### config.mk
export PLATFORM = sky130hd
export DESIGN_NAME = sweep_acq_sequencer_flat
export DESIGN_NICKNAME = d
export VERILOG_FILES = /design/src/rtl/sweep_acq_pkg.sv /design/src/rtl/sweep_acq_sequencer_if.sv /design/src/rtl/sweep_acq_sequencer.sv /design/src/flat_wrapper.sv
export SDC_FILE = /design/constraint.sdc
export NUM_CORES = 1
export LEC_CHECK = 0
export ABC_AREA = 1
export BUFFER_PORTS_ARGS = -buffer_cell sky130_fd_sc_hd__buf_2
export CAP_MARGIN = 0
export CORE_MARGIN = 1.5
export CORE_UTILIZATION = 45
export CTS_CLUSTER_SIZE = 30
export DETAILED_ROUTE_END_ITERATION = 12
export PLACE_DENSITY = 0.66
export SYNTH_ARGS = -nofsm -noshare
export SYNTH_HDL_FRONTEND = slang
export SYNTH_SLANG_ARGS = --single-unit
### constraint.sdc
create_clock -name Clk -period 6 [get_ports Clk]
set_input_delay 0.9 -clock Clk [delete_from_list [all_inputs] [get_ports Clk]]
set_output_delay 0.9 -clock Clk [all_outputs]
set_load 0.05 [all_outputs]
### src/rtl/sweep_acq_pkg.sv
`default_nettype none
// ---------------------------------------------------------------------------
//  sweep_acq_pkg
//  Shared types and constants for the sweep acquisition sequencer.
//  Rev 1.0 - initial release
// ---------------------------------------------------------------------------
package sweep_acq_pkg;

  localparam int          C_DAC_WIDTH   = 10;
  localparam logic [15:0] C_PKG_TRAILER = 16'hA5A5;
  localparam logic [5:0]  C_HEADER_TAG  = 6'b101010;
  localparam logic [15:0] C_END_WORD    = 16'hFFFF;

  typedef enum logic [3:0] {
    S_IDLE      = 4'd0,
    S_LOAD      = 4'd1,
    S_CFG_PULSE = 4'd2,
    S_WAIT_CFG  = 4'd3,
    S_HEADER    = 4'd4,
    S_ACQ       = 4'd5,
    S_NEXT      = 4'd6,
    S_END_MARK  = 4'd7,
    S_DONE      = 4'd8
  } seqState_t;

  // Per-step header word: tag in the upper bits, DAC value in the lower bits.
  function automatic logic [15:0] fmtHeader(input logic [5:0] tag,
                                            input logic [C_DAC_WIDTH-1:0] dac);
    return {tag, dac};
  endfunction

endpackage
`default_nettype wire

### src/rtl/sweep_acq_sequencer_if.sv
`default_nettype none
// ---------------------------------------------------------------------------
//  sweep_acq_sequencer_if
//  Control, configuration-handshake and data signals of the sweep sequencer.
//  Rev 1.0 - initial release
// ---------------------------------------------------------------------------
interface sweep_acq_sequencer_if;
  import sweep_acq_pkg::*;

  logic                   SweepStart;
  logic                   SweepStop;
  logic [C_DAC_WIDTH-1:0] StartDAC;
  logic [C_DAC_WIDTH-1:0] EndDAC;
  logic [15:0]            MaxPackageNumber;
  logic [C_DAC_WIDTH-1:0] OutDAC0;
  logic                   LoadSCParameters;
  logic                   MicrorocConfigDone;
  logic                   SingleACQStart;
  logic [15:0]            ParallelData;
  logic                   ParallelData_en;
  logic                   UsbDataFifoFull;
  logic [15:0]            SweepACQData;
  logic                   SweepACQData_en;
  logic                   SweepTestDone;
  logic                   Overflow;

  // Sequencer side
  modport master (
    input  SweepStart, SweepStop, StartDAC, EndDAC, MaxPackageNumber,
           MicrorocConfigDone, ParallelData, ParallelData_en, UsbDataFifoFull,
    output OutDAC0, LoadSCParameters, SingleACQStart, SweepACQData,
           SweepACQData_en, SweepTestDone, Overflow
  );

  // Environment side (control source, config/ACQ logic, USB FIFO)
  modport slave (
    output SweepStart, SweepStop, StartDAC, EndDAC, MaxPackageNumber,
           MicrorocConfigDone, ParallelData, ParallelData_en, UsbDataFifoFull,
    input  OutDAC0, LoadSCParameters, SingleACQStart, SweepACQData,
           SweepACQData_en, SweepTestDone, Overflow
  );

endinterface
`default_nettype wire

### src/rtl/sweep_acq_sequencer.sv
`default_nettype none
// ---------------------------------------------------------------------------
//  sweep_acq_sequencer
//  Steps DAC0 from StartDAC to EndDAC; per step reloads slow control, writes
//  a header, forwards one acquisition of MaxPackageNumber packages to the USB
//  FIFO, and closes the sweep with an end word and a done pulse.
//  Rev 1.0 - initial release
// ---------------------------------------------------------------------------
module sweep_acq_sequencer #(
  parameter int          DAC_WIDTH   = sweep_acq_pkg::C_DAC_WIDTH,
  parameter logic [15:0] PKG_TRAILER = sweep_acq_pkg::C_PKG_TRAILER,
  parameter logic [5:0]  HEADER_TAG  = sweep_acq_pkg::C_HEADER_TAG,
  parameter logic [15:0] END_WORD    = sweep_acq_pkg::C_END_WORD
) (
  input  wire logic             Clk,
  input  wire logic             reset,
  sweep_acq_sequencer_if.master bus
);
  import sweep_acq_pkg::*;

  seqState_t            r_state;
  seqState_t            w_nextState;

  logic [DAC_WIDTH-1:0] r_curDac;
  logic [DAC_WIDTH-1:0] r_outDac;
  logic [DAC_WIDTH-1:0] r_endDac;
  logic                 r_dirUp;
  logic [15:0]          r_maxPkg;
  logic [15:0]          r_pkgCnt;

  logic                 r_loadSc;
  logic                 r_acqStart;
  logic                 r_done;
  logic                 r_overflow;
  logic [15:0]          r_data;
  logic                 r_dataEn;

  logic                 w_abort;
  logic                 w_fwd;
  logic                 w_trailer;
  logic                 w_lastPkg;
  logic                 w_wrHeader;
  logic                 w_wrEnd;
  logic                 w_stepDac;

  // State register
  always_ff @(posedge Clk or posedge reset) begin
    if (reset) r_state <= S_IDLE;
    else       r_state <= w_nextState;
  end

  // Next-state decode and per-cycle action strobes
  always_comb begin
    w_nextState = r_state;
    w_wrHeader  = 1'b0;
    w_wrEnd     = 1'b0;
    w_stepDac   = 1'b0;
    // END_MARK/DONE are already terminating, so a stop there changes nothing.
    w_abort     = bus.SweepStop && (r_state != S_IDLE) &&
                  (r_state != S_END_MARK) && (r_state != S_DONE);
    // A word presented in the same cycle as a stop is still forwarded.
    w_fwd       = (r_state == S_ACQ) && bus.ParallelData_en;
    w_trailer   = w_fwd && (bus.ParallelData == PKG_TRAILER);
    w_lastPkg   = w_trailer && ((r_pkgCnt + 16'd1) == r_maxPkg);
    case (r_state)
      S_IDLE:      if (bus.SweepStart) w_nextState = S_LOAD;
      S_LOAD:      w_nextState = S_CFG_PULSE;
      S_CFG_PULSE: w_nextState = S_WAIT_CFG;
      S_WAIT_CFG:  if (bus.MicrorocConfigDone) w_nextState = S_HEADER;
      S_HEADER: begin
        if (!bus.UsbDataFifoFull) begin
          w_wrHeader  = 1'b1;
          w_nextState = (r_maxPkg == 16'd0) ? S_NEXT : S_ACQ;
        end
      end
      S_ACQ:       if (w_lastPkg) w_nextState = S_NEXT;
      S_NEXT: begin
        // Equality test before stepping keeps the DAC from wrapping.
        if (r_outDac == r_endDac) begin
          w_nextState = S_END_MARK;
        end else begin
          w_stepDac   = 1'b1;
          w_nextState = S_LOAD;
        end
      end
      S_END_MARK: begin
        if (!bus.UsbDataFifoFull) begin
          w_wrEnd     = 1'b1;
          w_nextState = S_DONE;
        end
      end
      S_DONE:      w_nextState = S_IDLE;
      default:     w_nextState = S_IDLE;
    endcase
    if (w_abort) begin
      w_nextState = S_END_MARK;
      w_wrHeader  = 1'b0;
      w_stepDac   = 1'b0;
    end
  end

  // Sweep parameters, DAC stepping, package counting and registered outputs
  always_ff @(posedge Clk or posedge reset) begin
    if (reset) begin
      r_curDac   <= '0;
      r_outDac   <= '0;
      r_endDac   <= '0;
      r_dirUp    <= 1'b0;
      r_maxPkg   <= '0;
      r_pkgCnt   <= '0;
      r_loadSc   <= 1'b0;
      r_acqStart <= 1'b0;
      r_done     <= 1'b0;
      r_overflow <= 1'b0;
      r_data     <= '0;
      r_dataEn   <= 1'b0;
    end else begin
      r_loadSc   <= (r_state == S_CFG_PULSE);
      r_done     <= (r_state == S_DONE);
      r_acqStart <= (w_nextState == S_ACQ);
      r_dataEn   <= 1'b0;

      if ((r_state == S_IDLE) && bus.SweepStart) begin
        r_curDac   <= bus.StartDAC;
        r_endDac   <= bus.EndDAC;
        r_maxPkg   <= bus.MaxPackageNumber;
        r_dirUp    <= (bus.StartDAC <= bus.EndDAC);
        r_overflow <= 1'b0;
      end

      if (r_state == S_LOAD) r_outDac <= r_curDac;

      if (w_stepDac) begin
        r_curDac <= r_dirUp ? (r_outDac + DAC_WIDTH'(1)) : (r_outDac - DAC_WIDTH'(1));
      end

      // Header/end word and data are mutually exclusive by state.
      if (w_wrHeader) begin
        r_data   <= fmtHeader(HEADER_TAG, r_outDac);
        r_dataEn <= 1'b1;
      end else if (w_wrEnd) begin
        r_data   <= END_WORD;
        r_dataEn <= 1'b1;
      end else if (w_fwd) begin
        if (bus.UsbDataFifoFull) begin
          r_overflow <= 1'b1;
        end else begin
          r_data   <= bus.ParallelData;
          r_dataEn <= 1'b1;
        end
      end

      // Dropped trailers still count towards the package total.
      if ((r_state != S_ACQ) || w_lastPkg) r_pkgCnt <= '0;
      else if (w_trailer)                  r_pkgCnt <= r_pkgCnt + 16'd1;
    end
  end

  assign bus.OutDAC0          = r_outDac;
  assign bus.LoadSCParameters = r_loadSc;
  assign bus.SingleACQStart   = r_acqStart;
  assign bus.SweepACQData     = r_data;
  assign bus.SweepACQData_en  = r_dataEn;
  assign bus.SweepTestDone    = r_done;
  assign bus.Overflow         = r_overflow;

endmodule
`default_nettype wire

### src/flat_wrapper.sv
// flat-port wrapper written by rule: the top's interface ports become plain ports
module sweep_acq_sequencer_flat import sweep_acq_pkg::*;
#(
  parameter int          DAC_WIDTH   = sweep_acq_pkg::C_DAC_WIDTH,
  parameter logic [15:0] PKG_TRAILER = sweep_acq_pkg::C_PKG_TRAILER,
  parameter logic [5:0]  HEADER_TAG  = sweep_acq_pkg::C_HEADER_TAG,
  parameter logic [15:0] END_WORD    = sweep_acq_pkg::C_END_WORD
)
  (Clk, reset, bus_SweepStart, bus_SweepStop, bus_StartDAC, bus_EndDAC, bus_MaxPackageNumber, bus_MicrorocConfigDone, bus_ParallelData, bus_ParallelData_en, bus_UsbDataFifoFull, bus_OutDAC0, bus_LoadSCParameters, bus_SingleACQStart, bus_SweepACQData, bus_SweepACQData_en, bus_SweepTestDone, bus_Overflow);
  sweep_acq_sequencer_if bus_i ();
  input  wire logic Clk;
  input  wire logic reset;
  input wire logic [$bits(bus_i.SweepStart)-1:0] bus_SweepStart;
  input wire logic [$bits(bus_i.SweepStop)-1:0] bus_SweepStop;
  input wire logic [$bits(bus_i.StartDAC)-1:0] bus_StartDAC;
  input wire logic [$bits(bus_i.EndDAC)-1:0] bus_EndDAC;
  input wire logic [$bits(bus_i.MaxPackageNumber)-1:0] bus_MaxPackageNumber;
  input wire logic [$bits(bus_i.MicrorocConfigDone)-1:0] bus_MicrorocConfigDone;
  input wire logic [$bits(bus_i.ParallelData)-1:0] bus_ParallelData;
  input wire logic [$bits(bus_i.ParallelData_en)-1:0] bus_ParallelData_en;
  input wire logic [$bits(bus_i.UsbDataFifoFull)-1:0] bus_UsbDataFifoFull;
  output wire logic [$bits(bus_i.OutDAC0)-1:0] bus_OutDAC0;
  output wire logic [$bits(bus_i.LoadSCParameters)-1:0] bus_LoadSCParameters;
  output wire logic [$bits(bus_i.SingleACQStart)-1:0] bus_SingleACQStart;
  output wire logic [$bits(bus_i.SweepACQData)-1:0] bus_SweepACQData;
  output wire logic [$bits(bus_i.SweepACQData_en)-1:0] bus_SweepACQData_en;
  output wire logic [$bits(bus_i.SweepTestDone)-1:0] bus_SweepTestDone;
  output wire logic [$bits(bus_i.Overflow)-1:0] bus_Overflow;
  assign bus_i.SweepStart = bus_SweepStart;
  assign bus_i.SweepStop = bus_SweepStop;
  assign bus_i.StartDAC = bus_StartDAC;
  assign bus_i.EndDAC = bus_EndDAC;
  assign bus_i.MaxPackageNumber = bus_MaxPackageNumber;
  assign bus_i.MicrorocConfigDone = bus_MicrorocConfigDone;
  assign bus_i.ParallelData = bus_ParallelData;
  assign bus_i.ParallelData_en = bus_ParallelData_en;
  assign bus_i.UsbDataFifoFull = bus_UsbDataFifoFull;
  assign bus_OutDAC0 = bus_i.OutDAC0;
  assign bus_LoadSCParameters = bus_i.LoadSCParameters;
  assign bus_SingleACQStart = bus_i.SingleACQStart;
  assign bus_SweepACQData = bus_i.SweepACQData;
  assign bus_SweepACQData_en = bus_i.SweepACQData_en;
  assign bus_SweepTestDone = bus_i.SweepTestDone;
  assign bus_Overflow = bus_i.Overflow;
  sweep_acq_sequencer #(.DAC_WIDTH(DAC_WIDTH), .PKG_TRAILER(PKG_TRAILER), .HEADER_TAG(HEADER_TAG), .END_WORD(END_WORD)) u_core (.Clk(Clk), .reset(reset), .bus(bus_i));
endmodule
Yosys cells after proc, flatten, opt, wreduce, memory -nomap -nowiden
Cells that the tools add are included.
{"block": "classes", "reduce_logical": 15, "muxes": 33, "n_addsub": 3, "eq_ne": 16, "n_lt_le_gt_ge": 1}
{"operator": "$mux 16", "n": 6}
{"operator": "$pmux 4 s8", "n": 1}
{"operator": "$mux 10", "n": 3}
{"operator": "$mux 4", "n": 6}
{"operator": "$eq 4x3->1 const B", "n": 5}
{"operator": "$add 16x1->16 const B", "n": 1}
{"operator": "$eq 16x16->1", "n": 1}
{"operator": "$eq 16x16->1 const B", "n": 1}
{"operator": "$logic_not 16->1", "n": 1}
{"operator": "$mux 1", "n": 15}
{"operator": "$add 10x1->10 const B", "n": 1}
{"operator": "$eq 10x10->1", "n": 1}
{"operator": "$le 10x10->1", "n": 1}
{"operator": "$sub 10x1->10 const B", "n": 1}
{"operator": "$eq 4x2->1 const B", "n": 2}
{"operator": "$ne 4x3->1 const B", "n": 2}
{"operator": "$logic_and 1x1->1", "n": 7}
{"operator": "$eq 4x1->1 const B", "n": 1}
{"operator": "$eq 4x4->1 const B", "n": 1}
{"operator": "$logic_not 4->1", "n": 1}
{"operator": "$ne 4x4->1 const B", "n": 1}
{"operator": "$reduce_bool 2->1", "n": 2}
{"operator": "$reduce_bool 4->1", "n": 1}
{"operator": "$mux 3", "n": 1}
{"operator": "other kinds (5)", "n": 5}
{"block": "word_totals", "out_inout_bits": 31, "ff_bits": 88}

Depth between registers and ports, before layout
Gate-level depths: netlist of the first run.
{"block": "depth", "word_depth": 8, "mapped_depth": 16, "mapped_depth_nobuf": 16}

Worst setup path before layout of the first run
OpenSTA, ideal clock, no wires.
{"block": "synth_timing", "kind": "in2reg", "start": "in bus_ParallelData[12]", "end": "reg u_core.r_acqStart (netlist: u_core.bus.SingleACQStart)", "path_slack_ns": 3.901, "cell_stages": 13, "arrival_time_ns": 1.981, "path_buffers": 1, "path_cell_list": "nor2_1 nand2_1 nor2_1 nand2_1 nor2_1 buf_2 nand3_1 nor2_1 nand3_1 nor2_1 nand4_1 nand4_1 nor2_1"}
{"block": "synth_between", "elab_chain_len": 7}
{"item": "from (decl)", "line_no": "flat_wrapper.sv:19", "rtl": "input wire logic [$bits(bus_i.ParallelData)-1:0] bus_ParallelData;"}
{"item": "$eq 16x16->1", "line_no": "sweep_acq_sequencer.sv:63", "rtl": "w_trailer = w_fwd && (bus.ParallelData == PKG_TRAILER);"}
{"item": "$logic_and 1x1->1", "line_no": "sweep_acq_sequencer.sv:63"}
{"item": "$logic_and 1x1->1", "line_no": "sweep_acq_sequencer.sv:64", "rtl": "w_lastPkg = w_trailer && ((r_pkgCnt + 16'd1) == r_maxPkg);"}
{"item": "$mux 4", "line_no": "sweep_acq_sequencer.sv:76", "rtl": "S_ACQ: if (w_lastPkg) w_nextState = S_NEXT;"}
{"item": "$pmux 4 s8", "line_no": "sweep_acq_sequencer.sv:65", "rtl": "case (r_state)"}
{"item": "$mux 4", "line_no": "sweep_acq_sequencer.sv:95", "rtl": "if (w_abort) begin"}
{"item": "$eq 4x3->1", "line_no": "sweep_acq_sequencer.sv:120", "rtl": "r_acqStart <= (w_nextState == S_ACQ);"}
{"item": "to (signal assigned)", "line_no": "sweep_acq_sequencer.sv:120"}
{"item": "to (decl)", "line_no": "sweep_acq_sequencer.sv:32", "rtl": "logic r_acqStart;"}
Every way passes these cells.
A chain may end at the register's enable or synchronous reset.

Final worst setup path of the first run
{"block": "layout_timing", "start": "reg u_core.r_state[3]", "end": "reg u_core.r_curDac[9]"}
{"block": "layout_between", "elab_chain_len": 6, "word_cells_on_any_way": 13, "cone_classes": "eq/ne: 3; mux: 3; reduce/logical: 7"}
{"item": "from (decl)", "line_no": "sweep_acq_sequencer.sv:21", "rtl": "seqState_t r_state;"}
{"item": "from (signal assigned)", "line_no": "sweep_acq_sequencer.sv:49", "rtl": "else r_state <= w_nextState;"}
{"item": "$reduce_bool 4->1", "line_no": "sweep_acq_sequencer.sv:59", "rtl": "w_abort = bus.SweepStop && (r_state != S_IDLE) &&"}
{"item": "$logic_and 1x1->1 (2 in series)", "line_no": "sweep_acq_sequencer.sv:59"}
{"item": "$logic_and 1x1->1", "line_no": "sweep_acq_sequencer.sv:60", "rtl": "(r_state != S_END_MARK) && (r_state != S_DONE);"}
{"item": "$mux 1", "line_no": "sweep_acq_sequencer.sv:95"}
{"item": "$mux 10 / $reduce_bool 2->1 (equally long branches)"}
{"item": "to (signal assigned)", "line_no": "sweep_acq_sequencer.sv:124", "rtl": "r_curDac <= bus.StartDAC;"}
{"item": "to (signal assigned)", "line_no": "sweep_acq_sequencer.sv:134", "rtl": "r_curDac <= r_dirUp ? (r_outDac + DAC_WIDTH'(1)) : (r_outDac - DAC_WIDTH'(1));"}
{"item": "to (decl)", "line_no": "sweep_acq_sequencer.sv:24", "rtl": "logic [DAC_WIDTH-1:0] r_curDac;"}
Parallel ways exist; a longest one is shown, timed or not.

==> results of run 1 <==
## report_power, final
| group | total [W] | internal (W) | switching, W |
|---|---|---|---|
| Sequential | 0.00104 | 0.000828 | 0.000210 |
| Combinational | 0.00152 | 0.000497 | 0.00102 |
| Clock | 0.000570 | 0.000338 | 0.000232 |
| Total | 0.00312 | 0.00166 | 0.00146 |
## kinds of logic (layout without fill, tap and decap cells)
| group | after synthesis | in the layout | synth area share (%) |
|---|---|---|---|
| AOI/OAI and AO/OA | 131 | 131 | 14.9 |
| xor gates and xnor gates | 16 | 16 | 3.01 |
| adders and majority gates | 20 | 20 | 4.78 |
| buffers and inverters | 117 | 204 | 8.51 |
| DFF | 88 | 88 | 40.8 |
| and+or+nand+nor | 336 | 336 | 28.0 |
## layout make-up
cell class / count / share of cell area (%)
timing repair buffer: 91 / 7.37
multi-input combinational: 503 / 43.8
sequential: 88 / 35.2
tap: 143 / 2.86
clock inverter: 1 / 0.120
inverter: 97 / 5.85
clock buffer: 15 / 4.77
## state kept, by name, summed over array words and instances (netlist names)
name / flops
u_core.bus.Overflow: 1
u_core.r_dirUp: 1
u_core.r_pkgCnt: 16
u_core.r_curDac: 10
u_core.bus.SweepACQData_en: 1
u_core.r_maxPkg: 16
u_core.bus.LoadSCParameters: 1
u_core.r_state: 4
u_core.r_endDac: 10
u_core.bus.SweepACQData: 16
u_core.bus.OutDAC0: 10
u_core.bus.SweepTestDone: 1
u_core.bus.SingleACQStart: 1
## worst min-delay path: cells and delay by family, from the launching register on
kind	cells	cell delay, ns
DFF	1	0.34
and+or+nand+nor	1	0.05
AOI/OAI and AO/OA	1	0.06
## cell usage in the layout, fill, tap and decap left out, drive strengths merged
cell type and count:
o21a 1, o21bai 2, nor3 9, a211oi 11
o221ai 11, nand2 170, clkbuf 15, buf 91
xnor2 8, xor2 7, nor2 82, a21o 1
and2 1, a21oi 32, clkinvlp 1, o21ai 58
clkinv 2, nor3b 2, xor3 1, nand3 45
ha 19, o41ai 3, fa 1, dfrtp 88
nand3b 3, o211ai 6, or2 4, o2111ai 1
nand4 18, inv 95, nor4 2, o22ai 5
## path summary, 6_finish.rpt
check                                              to  slack [ns]  cells after the start
setup / recovery                   u_core.r_curDac[9]        3.07                      5
hold / removal                     u_core.r_endDac[4]        0.49                      2
setup reg to reg                   u_core.r_curDac[9]        3.07                      5
hold reg to reg                    u_core.r_endDac[4]        0.49                      2
max in group asynchronous       u_core.bus.OutDAC0[3]        4.24                      3
min in group asynchronous  u_core.bus.SweepACQData_en        0.64                      2
## stage by stage
| step | setup slack, ns | total power [W] | cell area (µm²) |
|---|---|---|---|
| after floorplan | 2.82 | 0.00219 | 5400 |
| after global placement | 2.90 | 0.00252 | 5940 |
| after detailed placement | 2.84 | 0.00256 | 5940 |
| after CTS | 3.10 | 0.00313 | 6250 |
| after global routing | 2.73 | 0.00337 | 6250 |
| final | 3.07 | 0.00312 | 6250 |
## layer usage
metal  vias to the layer above  share of wire [%]  global-route usage [%]
met5                         -                  0                       0
met4                         0                2.1                    8.52
met3                        24                4.6                    4.54
met2                       129                 49                    39.4
met1                      2350                 45                    30.2
li1                       2497                  -                       -
## synthesized netlist by cell type, drive strengths merged, types with 9 or more instances
library cell    n  area [µm²]
o221ai         11        96.3
clkbuf         11        41.3
o21ai          58         294
buf             9        53.8
a211oi         11         108
ha             19         238
nor3            9        60.1
nand4          18         119
nand2         170         676
nor2           82         340
dfrtp          88        2200
nand3          45         235
a21oi          32         160
inv            96         360
==> impl_metrics.json, run 1 <==
{
  "worst_ep_arrival_time_ns": 3.19,
  "syn_to_final_growth_pct": 15.8,
  "grt_start_max_net_pins": 53,
  "maxCapViolCount": 0,
  "cpLargestDelayFamily": "buffers and inverters",
  "reg2reg_from": "u_core.r_state[3]",
  "gp_congestion": 0.916,
  "die_w_um": 113,
  "yosysSeqAreaShare_pct": 40.8,
  "via_per_inst": 5.33,
  "finalHoldViolCount": 0,
  "critical_path.slowest_cell": "inv_1",
  "dp.cells": 922,
  "htree_levels": 3,
  "rsz0062_at_grt": "no",
  "worstHoldStart": "u_core.r_endDac[4]",
  "dr.pass1.iters": 9,
  "cp-start-kind": "flop",
  "max_freq_mhz": 341,
  "cts_resized": 0,
  "multiInputGateArea_mm2": 0.00274,
  "setup.worst_path.class": "flop to flop",
  "hold_class": "flop to flop",
  "clkTransAtPathRegs_ns": 0.06,
  "vias": 5000,
  "slew_violations": 0,
  "clk_latency_ns": 0.35,
  "fin_cells": 938,
  "nets": 869,
  "dieArea_mm2": 0.0127,
  "cts_buffer_depth": 2,
  "cts_setup_buffers": 0,
  "cts_tree": "yes",
  "period_share_pct": 48.9,
  "p_per_area_mw_per_mm2": 500,
  "grt_pass1_vias": 4975,
  "synth_nets": 787,
  "cp_max_fo": 40,
  "rows": 39,
  "hpwl_um": 10700,
  "antenna_found_initial": 0,
  "grt-ovfl-total": 0,
  "die_y_um": 113,
  "grt_pass1_wl_um": 23500,
  "crit_path_end_kind": "flop",
  "final-setup-viol-count": 0,
  "p_leak_nw": 3.04,
  "ant_nets": 0,
  "setup_tns_ns": 0,
  "cp-startpoint": "u_core.r_state[3]",
  "initial_utilization_pct": 46.7,
  "wl_per_cell_um": 15.0,
  "ys_warn_count": 0,
  "synth_edf_count": 0,
  "ys_seq_elements": 88,
  "cts_hold_buf": 0,
  "required_ns": 6.25,
  "peakVddDrop_mv": 0.405,
  "nFillCells": 1069,
  "whs_ns": 0.488,
  "drc": 2,
  "fin_crit_ns": 2.93,
  "cp_cell_sequence": "nor2_1 > nand3_1 > inv_1 > a21oi_1 > o22ai_1",
  "n_antenna_cell": 0,
  "ys_async_sr_fraction_pct": 100,
  "grtUsageTotal_pct": 23.4,
  "ios": 90,
  "port_buffers": 89,
  "worstMarginPinSlew_ns": 1.12,
  "synth_area_mm2": 0.00540,
  "synth_cell_types": 46,
  "violations": "DRC",
  "clkSinkCount": 88,
  "core-area_mm2": 0.0116,
  "worst_clock_skew_ns": 0.00733,
  "syn_inst": 708,
  "status": "finished, violations left",
  "cts_root_buffer": "clkbuf_16",
  "regArea_mm2": 0.00220,
  "critPathMaxStageDelay_ns": 1.12,
  "utilization_pct": 54.0,
  "cp.buffers_inverters": 1,
  "finalWirelength_um": 14100,
  "synthFlopType": "dfrtp_1",
  "relSlewSlack_pct": 25.3,
  "numCtsBuffers": 9,
  "drive_gt1_share_pct": 18.6,
  "avgSynthCellArea_um2": 7.62,
  "drtIter0Drc": 258
}
No activity file was read; power rests on OpenSTA's default activity.
==> inputs of run 2 (changes only) <==
==> constraint.sdc (replaced) <==
create_clock -name Clk -period 3 [get_ports Clk]
set_input_delay 0.45 -clock Clk [delete_from_list [all_inputs] [get_ports Clk]]
set_output_delay 0.45 -clock Clk [all_outputs]
set_load 0.05 [all_outputs]
==> run 2 against run 1 <==
Against the previous run:
- setup slack got worse by 2.6 ns
- the flow now finishes without violations
- global-route usage increased by 0.095 points
- first-iteration DRC count rose by 23%
- core utilization grew 0.61 points
- critical endpoint is now u_core.bus.SweepACQData[6]
- non-clock buffer count increased by 6
- cell count is 0.53% higher
- register-to-register slack lost 2.6 ns
- clock power up 110%
- clock skew rose by 0.0019 ns
- sequential power rose by 100%
==> impl_metrics.json, run 2 (synthesized netlist as in run 1, its figures left out) <==
{
  "max_freq_mhz": 395,
  "cp_max_fo": 27,
  "setup_tns_ns": 0,
  "clkTransAtPathRegs_ns": 0.06,
  "required_ns": 3.27,
  "finalWirelength_um": 14100,
  "worst_clock_skew_ns": 0.00923,
  "internal_power_w": 0.00340,
  "slew_violations": 0,
  "dpl_cell_area_mm2": 0.00600,
  "drc": 0,
  "grt_start_max_net_pins": 55,
  "via_per_inst": 5.29,
  "reg2regPathDepth": 10,
  "cts_hold_buf": 0,
  "power_frac_comb_pct": 47.8,
  "cts_setup_buffers": 0,
  "seqPwrFrac_pct": 33.1,
  "multiInputGateArea_mm2": 0.00274,
  "die_y_um": 113,
  "setup.worst_path.class": "flop to flop",
  "cp_cell_sequence": "nor2_1 > inv_1 > o21ai_0 > nor2_1 > inv_1 > nand2_1 > o211ai_1 > buf_4 > o221ai_1 > o21ai_0",
  "vias": 4985,
  "numCtsBuffers": 9,
  "cts_resized": 0,
  "fin_area_mm2": 0.00632,
  "critical_path.slowest_cell": "dfrtp_1",
  "fin_crit_ns": 2.53,
  "port_buffers": 89,
  "dp.cells": 928,
  "grt-ovfl-total": 0,
  "drive_gt1_share_pct": 19.3,
  "hold_class": "primary input to asynchronous set/reset pin",
  "initial_utilization_pct": 46.7,
  "hpwl_um": 10800,
  "worst_ep_arrival_time_ns": 2.80,
  "antenna_found_initial": 1,
  "n_antenna_cell": 0,
  "nFillCells": 1094,
  "switching_share_pct": 46.3,
  "ant_nets": 0,
  "core-area_mm2": 0.0116,
  "layout_commonest_cell": "nand2_1",
  "final-setup-viol-count": 0,
  "crit_path_end_kind": "flop",
  "cts_tree": "yes",
  "worstMarginPinSlew_ns": 0.644,
  "syn_to_final_growth_pct": 17.1,
  "p_per_area_mw_per_mm2": 1000,
  "r2r_slack_ns": 0.47,
  "dr.pass1.iters": 7,
  "drtIter0Drc": 317,
  "maxCapViolCount": 0,
  "grt_pass1_wl_um": 23700,
  "p_leak_nw": 3.09,
  "grtUsageTotal_pct": 23.5,
  "clkSinkCount": 88,
  "die_w_um": 113,
  "regArea_mm2": 0.00220,
  "p_switching_w": 0.00293,
  "relSlewSlack_pct": 57.0,
  "cp-start-kind": "flop",
  "whs_ns": 0.158,
  "status": "finished clean",
  "htree_levels": 3,
  "critPathMaxStageDelay_ns": 0.45,
  "fin_cells": 943,
  "grt_pass1_vias": 4920,
  "cts_root_buffer": "clkbuf_16",
  "rows": 39,
  "dieArea_mm2": 0.0127,
  "clk_latency_ns": 0.35,
  "layout_common_cells": "nand2_1, inv_1, buf_2, dfrtp_1, nor2_1",
  "clockPowerShare_pct": 19.2,
  "rsz0062_at_grt": "no",
  "nets": 875,
  "wl_per_cell_um": 14.9,
  "gp_congestion": 0.916,
  "period_share_pct": 84.3,
  "finalHoldViolCount": 0,
  "cts_buffer_depth": 2,
  "ios": 90,
  "peakVddDrop_mv": 0.740
}
[run 2: critical path, delay by kind of cell, from the launching register on]
family	cells	cell delay (ns)
flops	1	0.45
buf+inv	3	0.54
simple gates	3	0.62
compound gates	4	0.83
[run 2: metal layers]
layer | vias to the layer above | part of all wire, % | GRT usage, %
li1 | 2510 | - | -
met5 | - | 0 | 0
met3 | 20 | 5.4 | 5.83
met1 | 2303 | 43 | 29.1
met2 | 152 | 49 | 40.5
met4 | 0 | 1.9 | 7.51
[run 2: final timing paths]
path / startpoint / to
worst max-delay path: u_core.r_state[1] / u_core.bus.SweepACQData[6]
worst min-delay path: reset / u_core.bus.SweepACQData[15]
worst max register to register: u_core.r_state[1] / u_core.bus.SweepACQData[6]
worst min register to register: u_core.r_endDac[4] / u_core.r_endDac[4]
max in group asynchronous: reset / u_core.r_maxPkg[10]
min in group Clk: bus_MaxPackageNumber[15] / u_core.r_maxPkg[15]
[run 2: stage by stage]
step,util (%),worst slack (ns),power [W]
2_1_floorplan,-,0.271,0.00438
3_3_place_gp,51.9,0.539,0.00506
3_5_place_dp,51.9,0.508,0.00513
4_1_cts,54.6,0.496,0.00636
5_1_grt,54.6,0.134,0.00681
6_report,54.6,0.471,0.00633
[run 2: power by group through the flow]
stage	Sequential (W)	Combinational [W]	Clock, W
after floorplan	0.00261	0.00177	0
after global routing	0.00215	0.00337	0.00129
after CTS	0.00209	0.00303	0.00124
after detailed placement	0.00211	0.00302	0
after global placement	0.00210	0.00297	0
final	0.00209	0.00302	0.00121
[run 2: final cells by class]
class | instances | area share, %
clock buffers | 10 | 3.78
clock inverters | 5 | 1.25
inverters | 97 | 5.78
multi-input cells | 503 | 43.3
flip-flops and latches | 88 | 34.9
well taps | 143 | 2.83
repair buffers | 97 | 8.20
==> inputs of run 3 (changes only) <==
--- a/config.mk
+++ b/config.mk
@@ -12,7 +12,7 @@
 export CORE_UTILIZATION = 45
 export CTS_CLUSTER_SIZE = 30
 export DETAILED_ROUTE_END_ITERATION = 12
-export PLACE_DENSITY = 0.66
+export PLACE_DENSITY = 0.69
 export SYNTH_ARGS = -nofsm -noshare
 export SYNTH_HDL_FRONTEND = slang
 export SYNTH_SLANG_ARGS = --single-unit
==> constraint.sdc (replaced) <==
create_clock -name Clk -period 2.1 [get_ports Clk]
set_input_delay 0.315 -clock Clk [delete_from_list [all_inputs] [get_ports Clk]]
set_output_delay 0.315 -clock Clk [all_outputs]
set_load 0.05 [all_outputs]
==> run 3 against run 2 <==
Against the previous run:
- fmax increased by 24%
- the run now ends with DRC left
- largest cell class unchanged
- non-clock buffer count increased by 37
- critical endpoint is now u_core.r_pkgCnt[14]
- clock skew about the same
- hold slack improved by 0.0057 ns
- register-to-register slack got worse by 0.42 ns
- die area unchanged
- cell count increased by 4.1%
- critical path type unchanged
- first-iteration DRC count increased by 6.9%
==> impl_metrics.json, run 3 (synthesized netlist as in run 1, its figures left out) <==
{
  "grt_pass1_vias": 5234,
  "initial_utilization_pct": 46.7,
  "via_per_inst": 5.35,
  "drive_gt1_share_pct": 27.1,
  "hold_class": "primary input to flop",
  "gp_congestion": 0.934,
  "worstMarginPinSlew_ns": 0.435,
  "cp_cell_sequence": "buf_4 > nor2_1 > nand3_1 > nor2_1 > buf_4 > inv_1 > buf_4 > a21oi_1 > a211oi_2",
  "rsz0062_at_grt": "yes",
  "wl_per_cell_um": 15.7,
  "finalHoldViolCount": 0,
  "slew_violations": 0,
  "core-area_mm2": 0.0116,
  "place_ws_ns": -0.0353,
  "critPathMaxStageDelay_ns": 0.39,
  "cp-start-kind": "flop",
  "worst_ep_arrival_time_ns": 2.27,
  "dpl_cell_area_mm2": 0.00619,
  "setup_tns_ns": 0,
  "cpLargestDelayFamily": "buffers and inverters",
  "max_freq_mhz": 488,
  "peakVddDrop_mv": 1.20,
  "maxCapViolCount": 0,
  "die_y_um": 113,
  "crit_path_end_kind": "flop",
  "hold_end": "u_core.r_maxPkg[10]",
  "n_antenna_cell": 0,
  "worstHoldStart": "bus_MaxPackageNumber[10]",
  "period_share_pct": 97.5,
  "clkSinkCount": 88,
  "required_ns": 2.32,
  "hpwl_um": 11300,
  "p_per_area_mw_per_mm2": 1410,
  "setup.worst_path.class": "flop to flop",
  "nFillCells": 1072,
  "cts_tree": "yes",
  "critical_path.slowest_cell": "dfrtp_1",
  "finalWirelength_um": 15400,
  "port_buffers": 89,
  "cts_buffer_depth": 2,
  "status": "finished, violations left",
  "htree_levels": 3,
  "p_leak_nw": 3.26,
  "final-setup-viol-count": 0,
  "fin_area_mm2": 0.00681,
  "ant_nets": 0,
  "layout_setup_ws_ns": 0.0528,
  "worstHoldPathCells": 3,
  "cts_root_buffer": "clkbuf_16",
  "drtIter0Drc": 339,
  "grt-ovfl-total": 0,
  "clkTransAtPathRegs_ns": 0.07,
  "reg2regPathDepth": 9,
  "grtUsageTotal_pct": 24.4,
  "fin_cells": 982,
  "layout_common_cells": "nand2_1, inv_1, buf_2, dfrtp_1, nor2_1",
  "relSlewSlack_pct": 70.9,
  "cp_max_fo": 23,
  "dr.pass1.iters": 9,
  "fin_crit_ns": 2.05,
  "crit_path_frequent_cell": "buf_4",
  "r2r_slack_ns": 0.05,
  "syn_to_final_growth_pct": 26.1,
  "rows": 39,
  "grt_start_max_net_pins": 49,
  "utilization_pct": 58.8,
  "grt_pass1_wl_um": 24600,
  "ios": 90,
  "die_w_um": 113,
  "violations": "DRC",
  "clk_latency_ns": 0.35,
  "vias": 5255,
  "nets": 913,
  "worst_clock_skew_ns": 0.00921,
  "layout_commonest_cell": "nand2_1",
  "cp.buffers_inverters": 4,
  "reg2reg_from": "u_core.r_state[1]",
  "dieArea_mm2": 0.0127,
  "drc": 1,
  "numCtsBuffers": 9,
  "dp.cells": 947,
  "r2r_end": "u_core.r_pkgCnt[14]",
  "antenna_found_initial": 0
}
==> run 3: cell type report <==
cell class	count	area, µm²	share of cell area (%)
well taps	143	179	2.63
inverters	97	374	5.50
repair inverters	1	7.51	0.110
clock buffers	9	225	3.31
flip-flops and latches	88	2210	32.5
multi-input cells	503	2870	42.2
clock inverters	7	78.8	1.16
repair buffers	134	861	12.6
==> run 3: power breakdown <==
group	internal (W)	switching, W	total [W]
sequential	0.00236	0.000530	0.00289
clock	0.000935	0.000725	0.00166
combinational	0.00182	0.00319	0.00501
total	0.00512	0.00445	0.00957
==> run 3: through the flow <==
| stage | total power, W | hold slack (ns) |
|---|---|---|
| 2_1_floorplan | 0.00626 | 0.425 |
| 3_3_place_gp | 0.00755 | 0.343 |
| 3_5_place_dp | 0.00766 | 0.350 |
| 4_1_cts | 0.00935 | 0.163 |
| 5_1_grt | 0.0103 | 0.181 |
| 6_report | 0.00957 | 0.164 |
==> run 3: layer usage <==
| metal | GRT usage (%) | part of all wire (%) | wire (µm) | vias to the layer above |
|---|---|---|---|---|
| met5 | 0 | 0 | 0 | - |
| met4 | 9.20 | 2.4 | 377 | 0 |
| met3 | 5.24 | 4.7 | 732 | 30 |
| met2 | 42.2 | 51 | 7800 | 142 |
| met1 | 29.9 | 42 | 6520 | 2495 |
| li1 | - | - | - | 2588 |
==> run 3: worst max-delay path by stage <==
stage,startpoint,endpoint,slack [ns],cells after the start
2_1_floorplan,u_core.bus.OutDAC0[0],u_core.r_curDac[6],0.08,10
3_3_place_gp,u_core.r_state[0],u_core.r_curDac[6],0.04,9
3_5_place_dp,u_core.r_pkgCnt[0],u_core.r_pkgCnt[14],-0.04,15
4_1_cts,u_core.r_pkgCnt[0],u_core.r_pkgCnt[9],0.00009,15
5_1_grt,u_core.r_pkgCnt[1],u_core.r_pkgCnt[9],-0.08,15
6_report,u_core.r_state[1],u_core.r_pkgCnt[14],0.05,9
==> run 3: repair_timing <==
action                     4_1_cts  5_1_grt
pin swaps                        0        6
setup endpoints to repair       19       41
setup buffers                    1       14
gates resized for setup          2       44
hold buffers                     1        0
hold endpoints to repair        16        0
gates cloned                     0        3
==> run 3: tightest hold or removal path, cell delays in order <==
cell and delay (ns):
buf_2 0.08, nand2_1 0.04, nand2_1 0.04
